File: src/rtl/corevx_loadunit.sv
// Memory-stage load sequencer: alignment check, one word-aligned bus read, registered result.
// Optional bus watchdog enabled by defining COREVX_LOADUNIT_TIMEOUT_EN.
module corevx_loadunit #(
  parameter int unsigned TIMEOUT = 64
) (
  input  logic        clk,
  input  logic        rst,
  input  logic        LoadReq,
  input  logic [31:0] LoadAddr,
  input  logic [2:0]  LoadType,
  input  logic        LoadKill,
  output logic        LoadBusy,
  output logic        LoadDone,
  output logic [31:0] LoadData,
  output logic [1:0]  LoadOffset,
  output logic [2:0]  LoadTypeOut,
  output logic        LoadMissaligned,
  output logic        LoadUnknownType,
  output logic        LoadError,
  output logic        LoadTimeout,
  output logic [31:0] BusAddress,
  output logic        BusRead,
  input  logic        BusAck,
  input  logic [31:0] BusReadData,
  input  logic        BusError
);

  localparam logic [2:0] LOAD_WORD          = 3'd0;
  localparam logic [2:0] LOAD_HALF          = 3'd1;
  localparam logic [2:0] LOAD_HALF_UNSIGNED = 3'd2;
  localparam logic [2:0] LOAD_BYTE          = 3'd3;
  localparam logic [2:0] LOAD_BYTE_UNSIGNED = 3'd4;

  typedef enum logic [1:0] {IDLE, WAIT, DONE} state_t;

  state_t state, state_next;
  logic   killed;
  logic   miss_r, unk_r, err_r;
  logic   misaligned, unknown;
  logic   accept;
  logic   timeout_hit;

  always_comb begin
    misaligned = 1'b0;
    unknown    = 1'b0;
    case (LoadType)
      LOAD_WORD:                             misaligned = (LoadAddr[1:0] != 2'b00);
      LOAD_HALF, LOAD_HALF_UNSIGNED:         misaligned = LoadAddr[0];
      LOAD_BYTE, LOAD_BYTE_UNSIGNED:         misaligned = 1'b0;
      default:                               unknown    = 1'b1;
    endcase
  end

  assign accept = (state == IDLE) && LoadReq && !LoadKill;

`ifdef COREVX_LOADUNIT_TIMEOUT_EN
  logic [15:0] wd_cnt;
  logic        tmo_r;

  // Counter sits at zero outside WAIT, so it is already clear on WAIT entry.
  always_ff @(posedge clk) begin
    if (rst) begin
      wd_cnt <= '0;
      tmo_r  <= 1'b0;
    end else begin
      if (state != WAIT)  wd_cnt <= '0;
      else if (!BusAck)   wd_cnt <= wd_cnt + 16'd1;
      if (accept)           tmo_r <= 1'b0;
      else if (timeout_hit) tmo_r <= 1'b1;
    end
  end

  assign timeout_hit = (state == WAIT) && !BusAck && (wd_cnt == 16'(TIMEOUT - 1));
  assign LoadTimeout = tmo_r & LoadDone;
`else
  assign timeout_hit = 1'b0;
  assign LoadTimeout = 1'b0;
`endif

  always_ff @(posedge clk) begin
    if (rst) state <= IDLE;
    else     state <= state_next;
  end

  always_comb begin
    state_next = state;
    case (state)
      IDLE:    if (accept) state_next = (misaligned || unknown) ? DONE : WAIT;
      WAIT:    if (BusAck || timeout_hit) state_next = DONE;
      DONE:    state_next = IDLE;
      default: state_next = IDLE;
    endcase
  end

  always_ff @(posedge clk) begin
    if (rst) begin
      killed      <= 1'b0;
      miss_r      <= 1'b0;
      unk_r       <= 1'b0;
      err_r       <= 1'b0;
      LoadData    <= '0;
      LoadOffset  <= '0;
      LoadTypeOut <= '0;
      BusAddress  <= '0;
    end else begin
      if (accept) begin
        killed      <= 1'b0;
        miss_r      <= misaligned && !unknown;
        unk_r       <= unknown;
        err_r       <= 1'b0;
        LoadOffset  <= LoadAddr[1:0];
        LoadTypeOut <= LoadType;
        BusAddress  <= {LoadAddr[31:2], 2'b00};
      end
      if (state == WAIT) begin
        // Kill only suppresses reporting; the bus cycle runs to completion.
        if (LoadKill) killed <= 1'b1;
        if (BusAck) begin
          if (BusError) err_r    <= 1'b1;
          else          LoadData <= BusReadData;
        end else if (timeout_hit) begin
          err_r <= 1'b1;
        end
      end
    end
  end

  assign BusRead         = (state == WAIT);
  assign LoadBusy        = (state != IDLE);
  assign LoadDone        = (state == DONE) && !killed && !LoadKill;
  assign LoadMissaligned = miss_r & LoadDone;
  assign LoadUnknownType = unk_r & LoadDone;
  assign LoadError       = err_r & LoadDone;

endmodule

File: config.mk
export PLATFORM = sky130hd
export DESIGN_NAME = corevx_loadunit
export DESIGN_NICKNAME = d
export VERILOG_FILES = /design/src/rtl/corevx_loadunit.sv
export SDC_FILE = /design/constraint.sdc
export NUM_CORES = 1
export LEC_CHECK = 0
export BUFFER_PORTS_ARGS = -buffer_cell sky130_fd_sc_hd__buf_2
export CORE_MARGIN = 2
export CORE_UTILIZATION = 31
export DETAILED_ROUTE_END_ITERATION = 8
export SLEW_MARGIN = 20
export SYNTH_ARGS = -nofsm -noshare
export SYNTH_HDL_FRONTEND = slang
export SYNTH_SLANG_ARGS = --single-unit
File: constraint.sdc
create_clock -name clk -period 3.2 [get_ports clk]
set_input_delay 0.32 -clock clk [delete_from_list [all_inputs] [get_ports clk]]
set_output_delay 0.32 -clock clk [all_outputs]
set_load 0.02 [all_outputs]
Yosys cells after proc, flatten, opt, wreduce, memory -nomap -nowiden

Cells that the tools add are included.

Output and inout port bits: 76
Word-level logic and storage cells: 50
Bits of input ports: 73
Register bits: 73

Reductions and logical operators: 16
Eq/ne operators: 8
Bitwise logic cells: 4
Multiplexer cells: 13

Operator list:

| cell                                                                     | number |
|---|---|
| 1-bit two-way mux                                                        | 8 |
| 3-bit by 2-bit == test with 1-bit output (second input constant)         | 2 |
| 2-bit two-way mux                                                        | 3 |
| 1-bit logical AND                                                        | 5 |
| 5-bit OR reduction                                                       | 1 |
| 2-bit one-hot mux with 2 select lines                                    | 1 |
| 2-bit nonzero test                                                       | 2 |
| 1-bit bitwise AND                                                        | 3 |
| 3-bit by 1-bit == test with 1-bit output (second input constant)         | 1 |
| 3-bit == test (second input constant)                                    | 1 |
| 3-bit zero test                                                          | 1 |
| 3-bit AND reduction                                                      | 1 |
| 2-bit by 1-bit == test with 1-bit output (second input constant)         | 1 |
| 2-bit == test (second input constant)                                    | 1 |
| 1-bit zero test                                                          | 2 |
| 2-bit zero test                                                          | 1 |
| 2-bit by 1-bit inequality test with 1-bit output (second input constant) | 1 |
| 2-bit inequality test (second input constant)                            | 1 |
| 1-bit one-hot mux with 2 select lines                                    | 1 |
| 2-bit AND reduction                                                      | 1 |
| 2-bit OR reduction                                                       | 1 |
| 1-bit logical OR                                                         | 1 |
| 1-bit inverter                                                           | 1 |

Longest topological paths before layout

Gate-level depths: netlist of the first run.

Depth in word-level cells: 7
Mapped depth: 6
Gate-level depth less buffers: 4

Least setup slack after synthesis of the first run

OpenSTA, ideal clock, no wires.

Path kind: reg-to-output
Start: reg state[1]
End: out LoadError
Arrival time: 1.638 ns
Path slack: 1.242 ns
Data required time: 2.880 ns
Buffers on the path: 0
Stages on the path, launching flop included: 3
Path through: dfxtp_1 nor4b_1 and2_1

Longest elaborated chain between the ends: 4

Ends and longest elaborated chain:

| element                        | RTL line | text |
|---|---|---|
| start, declared                | 36       | `state_t state, state_next;` |
| start signal, assigned         | 82       | `else state <= state_next;` |
| 2-bit == test                  | 130      | `assign LoadDone = (state == DONE) && !killed && !LoadKill;` |
| 1-bit logical AND (2 in a row) | 130      |  |
| named net LoadDone             | 13       | `output logic LoadDone,` |
| 1-bit bitwise AND              | 133      | `assign LoadError = err_r & LoadDone;` |
| end, declared                  | 19       | `output logic LoadError,` |

The timed path passes the listed nets, and every way through them passes these cells.

Final worst setup path of the first run

Start: reg state[1]
End: out LoadError

Longest elaborated chain between the ends: 4

Ends and longest elaborated chain:

| element                        | RTL line |
|---|---|
| 2-bit == test                  | 130 |
| 1-bit logical AND (2 in a row) | 130 |
| 1-bit bitwise AND              | 133 |

Every way passes these cells.

==> impl_results.md, run 1 <==
- Worst Hold Class: in -> reg
- Post-CTS setup repair buffer count: 0
- Clk sinks: 73
- Power Internal: 1470 uW
- # nets final: 542
- Num CTS Buffers: 9
- Max VDD drop: 205 uV
- CTS tree: built
- Mapped Cells: 332
- CP endpoint kind: output pin
- Simple logic cell fraction of the synthesized area: 0.236
- Clk buf depth: 2
- Fillers: 847
- Total track usage: 0.142
- Clock root buffer: clkbuf_8
- Vias in the first global route: 2359
- Final setup margin: 1.21 ns
- Actual slew at the worst max-slew pin: 0.714 ns
- Drt drc: 0
- Final Non-Filler Cells: 578
- Post-Place Setup Slack: 1.38 ns
- Proportion of power drawn by the clock network: 0.407
- Combinational share of power: 0.104
- Outcome: finished, final reports clean
- Detailed-route via count: 2583
- Critical Path RT: 2.88 ns
- Tcrit/Tclk final: 0.622
- Part of the power in registers: 0.489
- Max cap viols: 0
- Switching Fraction: 0.244
- DR iter-0 viols: 62
- Largest cells by area after synthesis: dfxtp_1 (55%), nand2_1 (19%), a21oi_1 (13%), buf_2 (1.7%), clkbuf_1 (1.7%)
- Routed wire per std cell: 11.8 um
- Initial antenna violation count: 0
- PwrDens: 531 nW/um2
- Leak Pwr: 0.00167 uW
- Post-synth cell types: 25
- Seq cells post-synth: 73
- Die ar.: 9370 um2
- Setup CP Type: reg -> out
- R2R setup slack: 1.41 ns
- Share of layout cells above drive strength 1: 0.362
- Row cnt: 33
- Port buffer count: 145
- Clock transition at path regs: 0.08 ns
- Final-report setup violation count: 0
- Post-Synth Adder-Cell Area: 0
- Mapped cell area: 2670 um2
- Proportion of synthesized area in mux cells: 0
- Synth Area in Compound Gates: 0.163
- RSZ-0062 raised after global routing: false
- Final Hold Viols: 0
- Initial core utilization: 0.322
- Crit path time final: 1.99 ns
- Hold slack: 0.212 ns
- Largest net degree at the start of global routing: 44
- Drt first pass iters: 4
- Layout area overhead: 37.0%
- Synth top area share: 0.548
- Slew Viols, Final: 0
- Final GP Congestion: 0.688
- Core area: 8300 um2
- HPWL after DPL: 4.77 mm
- Max_slew headroom: 0.522
- Routed WL: 6.80 mm
- Post-synthesis sequential area ratio: 0.548
- Worst EP arrival: 1.67 ns
- H-tree depth: 3
- Worst-Skew Late Latency: 0.34 ns
- Largest family of logic cells by synthesized area: simple AND/OR/NAND/NOR gates
- CP Max Fanout: 6
- Resize count post-CTS: 0
- Die Wd: 96.8 um
- Syn avg cell area: 8.04 um2
- Die H: 96.8 um
- Antenna cells: 0
- Synth Warn #: 0
- I/O pin count: 149
- Via density: 4.47
- Post-CTS Hold Fix Bufs: 0
- First-pass GRT wire length: 11.1 mm
- Yosys top cell by area: dfxtp_1
- Startpoint Class: flip-flop
- GRT overflow: 0
- Inst Count DP: 563
- Synth Area in XOR/XNOR: 0
- Worst clock skew: 0.00894 ns
- Antenna Nets Post-Route: 0
- FMAX: 502 MHz
- Setup TNS: 0 ns
- Net Switching: 474 uW
## synthesized netlist by cell type, drive strengths merged
master	count
and2	3
nor3	1
conb	1
o41ai	1
o31ai	1
nand3b	2
clkbuf	12
a21oi	71
o2bb2ai	1
o32ai	1
inv	1
a2bb2oi	1
nor2b	1
a32oi	1
nor4b	2
or4b	1
o211ai	1
buf	14
nand2	136
or2	2
dfxtp	73
nor2	5
## path summary, 6_finish.rpt
| path | cells past startpoint | endpoint | start |
|---|---|---|---|
| max | 3 | LoadError | state[1] |
| max reg2reg | 4 | unk_r | state[0] |
| min | 3 | LoadData[8] | BusReadData[8] |
| min reg2reg | 2 | LoadData[8] | LoadData[8] |
## flip-flops by register name, indices dropped and copies added (netlist names)
register     flops
BusAddress      30
err_r            1
unk_r            1
killed           1
LoadData        32
LoadTypeOut      3
state            2
miss_r           1
LoadOffset       2
## worst max-delay path: stages (launching register included)
cell	delay (ns)
dfxtp_1	0.44
nor4b_1	0.51
and2_1	0.23
buf_2	0.16
## stage by stage
| step | power, uW | util | cell area (um2) |
|---|---|---|---|
| 6_report | 1940 | 0.441 | 3660 |
| 3_3_place_gp | 1170 | 0.414 | 3440 |
| 2_1_floorplan | 1090 | - | 2680 |
| 5_1_grt | 2030 | 0.441 | 3660 |
| 4_1_cts | 1970 | 0.441 | 3660 |
| 3_5_place_dp | 1170 | 0.414 | 3440 |
## routing by layer
layer / vias to the layer above / global-route usage / wire [um]
li1: 1346 / - / -
met1: 1137 / 0.177 / 3160
met2: 93 / 0.220 / 2930
met3: 7 / 0.0658 / 636
met4: 0 / 0.0423 / 77
met5: - / 0 / 0
## cell type report
class / instances / area (um2) / share of cell area
Timing Repair Buffer: 150 / 763 / 0.209
Multi-Input combinational cell: 234 / 1080 / 0.295
Tap cell: 105 / 131 / 0.0359
Sequential cell: 73 / 1460 / 0.400
Clock buffer: 10 / 138 / 0.0376
Inverter: 1 / 3.75 / 0.00103
Clock inverter: 5 / 80.1 / 0.0219
## cell usage in the layout, fill, tap and decap left out, types with 2 or more instances in the layout
| cell | Yosys | layout |
|---|---|---|
| buf_2 | 9 | 145 |
| nand2_1 | 136 | 136 |
| dfxtp_1 | 73 | 73 |
| a21oi_1 | 71 | 71 |
| clkbuf_8 | 0 | 10 |
| buf_4 | 3 | 5 |
| nor2_1 | 5 | 4 |
| and2_1 | 3 | 3 |
| conb_1 | 1 | 3 |
| or2_2 | 2 | 2 |
| nand3b_1 | 2 | 2 |
| bufinv_16 | 0 | 2 |
| clkinvlp_4 | 0 | 2 |
## logic make-up (layout without fill, tap and decap cells)
kind of cell	count (synthesis)	in the layout
AO/OA/AOI/OAI	78	78
buffers and inverters	27	166
flip-flops	73	73
other	1	3
AND/OR/NAND/NOR	153	153
## power groups by stage
stage / Combinational, uW / Clock (uW) / Sequential (uW)
4_1_cts: 204 / 818 / 950
6_report: 201 / 791 / 950
3_3_place_gp: 202 / 0 / 970
3_5_place_dp: 203 / 0 / 971
5_1_grt: 221 / 858 / 954
2_1_floorplan: 85.9 / 0 / 1000
Note: power is estimated with default switching activity, not from simulation.
==> run 2, diff against run 1 <==
clock period = 2.06 ns   (was 3.2 ns; I/O delays follow)
==> impl_results.md, run 2 (same netlist as run 1, synthesis figures left out) <==
- Resize count post-CTS: 0 (unchanged)
- Tcrit/Tclk final: 0.877
- Setup TNS: 0 ns (unchanged)
- Placed cell area: 3470 um2 (+0.95%)
- Total track usage: 0.150 (+0.00808)
- Critical Path RT: 1.85 ns (-1.03 ns)
- Max VDD drop: 296 uV (+44%)
- GRT overflow: 0 (unchanged)
- HPWL after DPL: 4.96 mm (+4.0%)
- Outcome: finished, final reports clean
- Slew Viols, Final: 0 (unchanged)
- Buffers & Inverters on Critical Path: 1 (unchanged)
- Final Util: 0.439 (-0.00166)
- Core area: 8300 um2 (unchanged)
- CTS tree: built
- R2R setup slack: 0.46 ns (-0.95 ns)
- H-tree depth: 3 (unchanged)
- Antenna cells: 0 (unchanged)
- RSZ-0062 raised after global routing: false
- Leak Pwr: 0.00165 uW (-1.0%)
- Worst EP arrival: 1.60 ns (-0.07 ns)
- Drt first pass iters: 4 (unchanged)
- Startpoint Class: flip-flop
- Hold slack: 0.0955 ns (-0.116 ns)
- Final GP Congestion: 0.727 (+5.7%)
- Post-CTS Hold Fix Bufs: 0 (unchanged)
- CP Max Fanout: 6 (unchanged)
- Largest net degree at the start of global routing: 37 (-16%)
- Part of the power in registers: 0.531 (+0.042)
- Crit path time final: 1.81 ns
- Worst-Skew Late Latency: 0.34 ns (about the same)
- Worst Hold Class: in -> reg
- Final Hold Viols: 0 (unchanged)
- Net Switching: 760 uW (+60%)
- Worst clock skew: 0.00846 ns (-0.000487 ns)
- Routed WL: 7.00 mm (+2.9%)
- Actual slew at the worst max-slew pin: 0.698 ns (-0.0163 ns)
- Largest Register: LoadData
- Combinational share of power: 0.116 (+0.012)
- CP max-delay cell: nor4b_1
- Layout area overhead: 36.5%
- First-pass GRT wire length: 11.7 mm (+5.4%)
- Most common cell after layout, fill and taps aside: buf_2
- Routed wire per std cell: 12.1 um (+2.5%)
- # nets final: 543 (+0.18%)
- Antenna Nets Post-Route: 0 (unchanged)
- Clock root buffer: clkbuf_8
- CP endpoint kind: output pin
- Drt drc: 0 (unchanged)
- Clock transition at path regs: 0.08 ns (about the same)
- Num CTS Buffers: 9 (unchanged)
- Initial antenna violation count: 0 (unchanged)
- Switching Fraction: 0.273 (+0.0292)
- Die H: 96.8 um (unchanged)
- Final Instance Area: 3640 um2 (-0.38%)
- DR iter-0 viols: 72 (+16%)
- Final setup margin: 0.253 ns (-0.956 ns)
- Clk sinks: 73 (unchanged)
- Fillers: 884 (+4.4%)
- I/O pin count: 149 (unchanged)
- PwrDens: 763 nW/um2 (+44%)
- Vias in the first global route: 2463 (+4.4%)
- Post-Place Setup Slack: 0.481 ns (-0.903 ns)
- Max_slew headroom: 0.535 (+0.0129)
- CP max stage delay: 0.46 ns (-0.05 ns)
- Row cnt: 33 (unchanged)
- Top Family by Delay on Critical Path: simple AND/OR/NAND/NOR gates
- Proportion of power drawn by the clock network: 0.353 (-0.054)
- Largest registers: LoadData x32, BusAddress x30, LoadTypeOut x3
- Commonest non-fill, non-tap cells in the layout: buf_2 (145), nand2_1 (136), dfxtp_1 (73), a21oi_1 (71), clkbuf_8 (9)
- Die ar.: 9370 um2 (unchanged)
- Max cap viols: 0 (unchanged)
- Initial core utilization: 0.322 (unchanged)
- Via density: 4.49 (+0.50%)
- Clk buf depth: 2 (unchanged)
- Port buffer count: 145 (unchanged)
- Die Wd: 96.8 um (unchanged)
- Setup CP Type: reg -> out
- Detailed-route via count: 2605 (+0.85%)
- FMAX: 553 MHz
- Post-CTS setup repair buffer count: 0 (unchanged)
- Final-report setup violation count: 0 (unchanged)
- Max FFs per register: 32 (unchanged)
- Power Internal: 2020 uW (+38%)
- Share of layout cells above drive strength 1: 0.362 (+0.000583)
- CP cell instances: nor4b_1 > and2_1 > buf_2
run 2: routing by layer:
metal  up-vias  share of wire  GRT usage
met1      1157           0.45      0.178
li1       1345              -          -
met3         9          0.084     0.0614
met4         0          0.013     0.0520
met5         -              0          0
met2        94           0.46      0.245
run 2: layout make-up:
type,count,area (um2),area share
Clock buffer,10,128,0.0350
Clock inverter,6,43.8,0.0120
Multi-Input combinational cell,234,1080,0.296
Sequential cell,73,1460,0.401
Tap cell,105,131,0.0361
Timing Repair Buffer,151,796,0.218
Inverter,1,3.75,0.00103
run 2: worst reg2reg max path: cells and delay by family (launching register included):
family / cells / cell delay [ns]
flip-flops: 1 / 0.37
AND/OR/NAND/NOR: 1 / 0.55
AO/OA/AOI/OAI: 1 / 0.32
buffers and inverters: 1 / 0.26
run 2: path summary, 6_finish.rpt:
kind	startpoint	endpoint	depth (start not counted)
max	state[1]	LoadMissaligned	3
max reg2reg	state[0]	miss_r	3
min	LoadAddr[30]	BusAddress[30]	3
min reg2reg	BusAddress[22]	BusAddress[22]	2
run 2: metrics by stage:
stage	cells	total power [uW]
after floorplan	334	1690
after detailed placement	564	1840
final	580	2780
after global routing	580	2930
after CTS	580	2830
after global placement	564	1830
run 2: power groups by stage:
stage,Combinational (uW),Sequential [uW],Clock (uW)
2_1_floorplan,133,1560,0
3_3_place_gp,324,1510,0
3_5_place_dp,328,1510,0
4_1_cts,328,1480,1020
5_1_grt,357,1480,1090
6_report,322,1480,982
==> run 3, diff against run 2 <==
CELL_PAD_IN_SITES_DETAIL_PLACEMENT = 1   (was default)
CELL_PAD_IN_SITES_GLOBAL_PLACEMENT = 2   (was default)
CORE_MARGIN = 10   (was 2)
CORE_UTILIZATION = 23   (was 31)
PLACE_DENSITY_LB_ADDON = 0.1   (was default)
==> impl_results.md, run 3 (same netlist as run 1, synthesis figures left out) <==
- Outcome: finished, final reports clean
- Drt first pass iters: 4 (unchanged)
- Final Hold Viols: 0 (unchanged)
- Inst Count DP: 606 (+7.4%)
- Worst-Skew Late Latency: 0.33 ns (about the same)
- Clk sinks: 73 (unchanged)
- Routed WL: 9.78 mm (+40%)
- Worst Hold Class: in -> reg
- Slew Viols, Final: 0 (unchanged)
- Initial core utilization: 0.235 (-0.0868)
- CP endpoint kind: output pin
- Die Wd: 128 um (+32%)
- R2r endpoint: err_r
- Resize count post-CTS: 0 (unchanged)
- RSZ-0062 raised after global routing: false
- Crit path time final: 1.74 ns (-0.0628 ns)
- Min-delay src: LoadAddr[19]
- Clk buf depth: 2 (unchanged)
- Startpoint Class: flip-flop
- Num CTS Buffers: 9 (unchanged)
- Antenna cells: 0 (unchanged)
- Endpoint of the worst hold path: BusAddress[19]
- Clock transition at path regs: 0.06 ns (-0.02 ns)
- # nets final: 547 (+0.74%)
- CTS tree: built
- CP Max Fanout: 6 (unchanged)
- Worst EP arrival: 1.54 ns (-0.06 ns)
- Share of layout cells above drive strength 1: 0.370 (+0.00741)
- Total track usage: 0.116 (-0.0341)
- PwrDens: 911 nW/um2 (+19%)
- DR iter-0 viols: 141 (+96%)
- I/O pin count: 149 (unchanged)
- Routed wire per std cell: 15.7 um (+30%)
- Vias in the first global route: 2900 (+18%)
- Max VDD drop: 391 uV (+32%)
- Leak Pwr: 0.00175 uW (+6.2%)
- First-pass GRT wire length: 15.3 mm (+31%)
- GRT overflow: 0 (unchanged)
- Footprint of the multi-input gates: 1080 um2 (unchanged)
- Final-report setup violation count: 0 (unchanged)
- Core area: 11400 um2 (+37%)
- Hold Path Cell Cnt: 3 (unchanged)
- Post-CTS Hold Fix Bufs: 0 (unchanged)
- Max FFs per register: 32 (unchanged)
- Port buffer count: 145 (unchanged)
- Layout area overhead: 45.4%
- Setup TNS: 0 ns (unchanged)
- Largest net degree at the start of global routing: 40 (+8.1%)
- R2R setup slack: 0.34 ns (-0.12 ns)
- Antenna Nets Post-Route: 0 (unchanged)
- Final Non-Filler Cells: 622 (+7.2%)
- Die ar.: 16300 um2 (+74%)
- Max_slew headroom: 0.605 (+0.0706)
- Final GP Congestion: 0.704 (-3.2%)
- Largest registers: LoadData x32, BusAddress x30, LoadTypeOut x3
- Via density: 4.32 (-3.9%)
- Initial antenna violation count: 0 (unchanged)
- RR Startpoint: state[0]
- Drt drc: 0 (unchanged)
- Setup CP Type: reg -> out
- Tcrit/Tclk final: 0.847 (-0.0305)
- Post-CTS setup repair buffer count: 0 (unchanged)
- Max cap viols: 0 (unchanged)
- Worst reg2reg path depth: 4 (+1)
- Critical Path RT: 1.85 ns (about the same)
- FMAX: 573 MHz (+3.6%)
- Detailed-route via count: 2685 (+3.1%)
- Die H: 128 um (+32%)
- Largest Register: LoadData
- FF/Latch Area: 1460 um2 (unchanged)
- Fillers: 1416 (+60%)
- Most common cell after layout, fill and taps aside: buf_2
- Row cnt: 39 (+18%)
- Commonest non-fill, non-tap cells in the layout: buf_2 (145), nand2_1 (136), dfxtp_1 (73), a21oi_1 (71), clkbuf_16 (9)
- H-tree depth: 3 (unchanged)
- Worst clock skew: 0.00779 ns (-0.000668 ns)
- Clock root buffer: clkbuf_16
- Actual slew at the worst max-slew pin: 0.590 ns (-0.108 ns)
- HPWL after DPL: 7.42 mm (+50%)
[run 3: changes by cell type in the layout (fill, tap and decap cells not counted), sizes merged]
cell / change
buf: +4
clkinv: -1
clkbuf: +2
bufinv: +2
clkinvlp: -2
inv: -1
[run 3: power breakdown]
part | internal (uW) | total (uW) | switching, uW | leakage [uW]
Sequential | 1460 | 1480 | 22.4 | 0.000592
Clock | 1130 | 1720 | 596 | 0.000155
Combinational | 129 | 335 | 206 | 0.00101
Total | 2710 | 3540 | 824 | 0.00175
[run 3: worst max path at each step]
stage	from	to	slack, ns
detailed placement	state[0]	miss_r	0.34
CTS	state[1]	LoadError	0.28
global route	state[1]	LoadMissaligned	0.19
global placement	state[0]	err_r	0.36
finish	state[1]	LoadError	0.32
floorplan	state[1]	LoadError	0.22
[run 3: metal layers]
layer	routed length [um]	global-route usage	share of wire	vias up
li1	-	-	-	1354
met1	4040	0.126	0.41	1244
met2	4870	0.200	0.50	85
met3	826	0.0562	0.084	2
met4	38	0.0258	0.0039	0
met5	0	0	0	-
[run 3: metrics by stage]
stage / hold slack, ns / total power, uW / util / cell area [um2] / setup slack [ns]
after detailed placement: 0.447 / 1850 / 0.312 / 3550 / 0.341
after CTS: 0.100 / 3600 / 0.341 / 3880 / 0.280
after global placement: 0.438 / 1850 / 0.312 / 3550 / 0.359
final: 0.110 / 3540 / 0.341 / 3880 / 0.316
after floorplan: 0.308 / 1690 / - / 2680 / 0.216
after global routing: 0.105 / 3700 / 0.341 / 3880 / 0.192
[run 3: layout make-up]
cell class | instances | share of cell area
inverter | 1 | 0.000967
tap | 143 | 0.0461
timing repair buffer | 155 | 0.213
sequential | 73 | 0.377
clock buffer | 12 | 0.0661
multi-input combinational | 234 | 0.278
clock inverter | 4 | 0.0193
[run 3: critical path, cell delays in order (launching register included)]
cell	delay [ns]
dfxtp_1	0.44
nor4b_1	0.28
buf_4	0.19
and2_1	0.13
buf_2	0.16
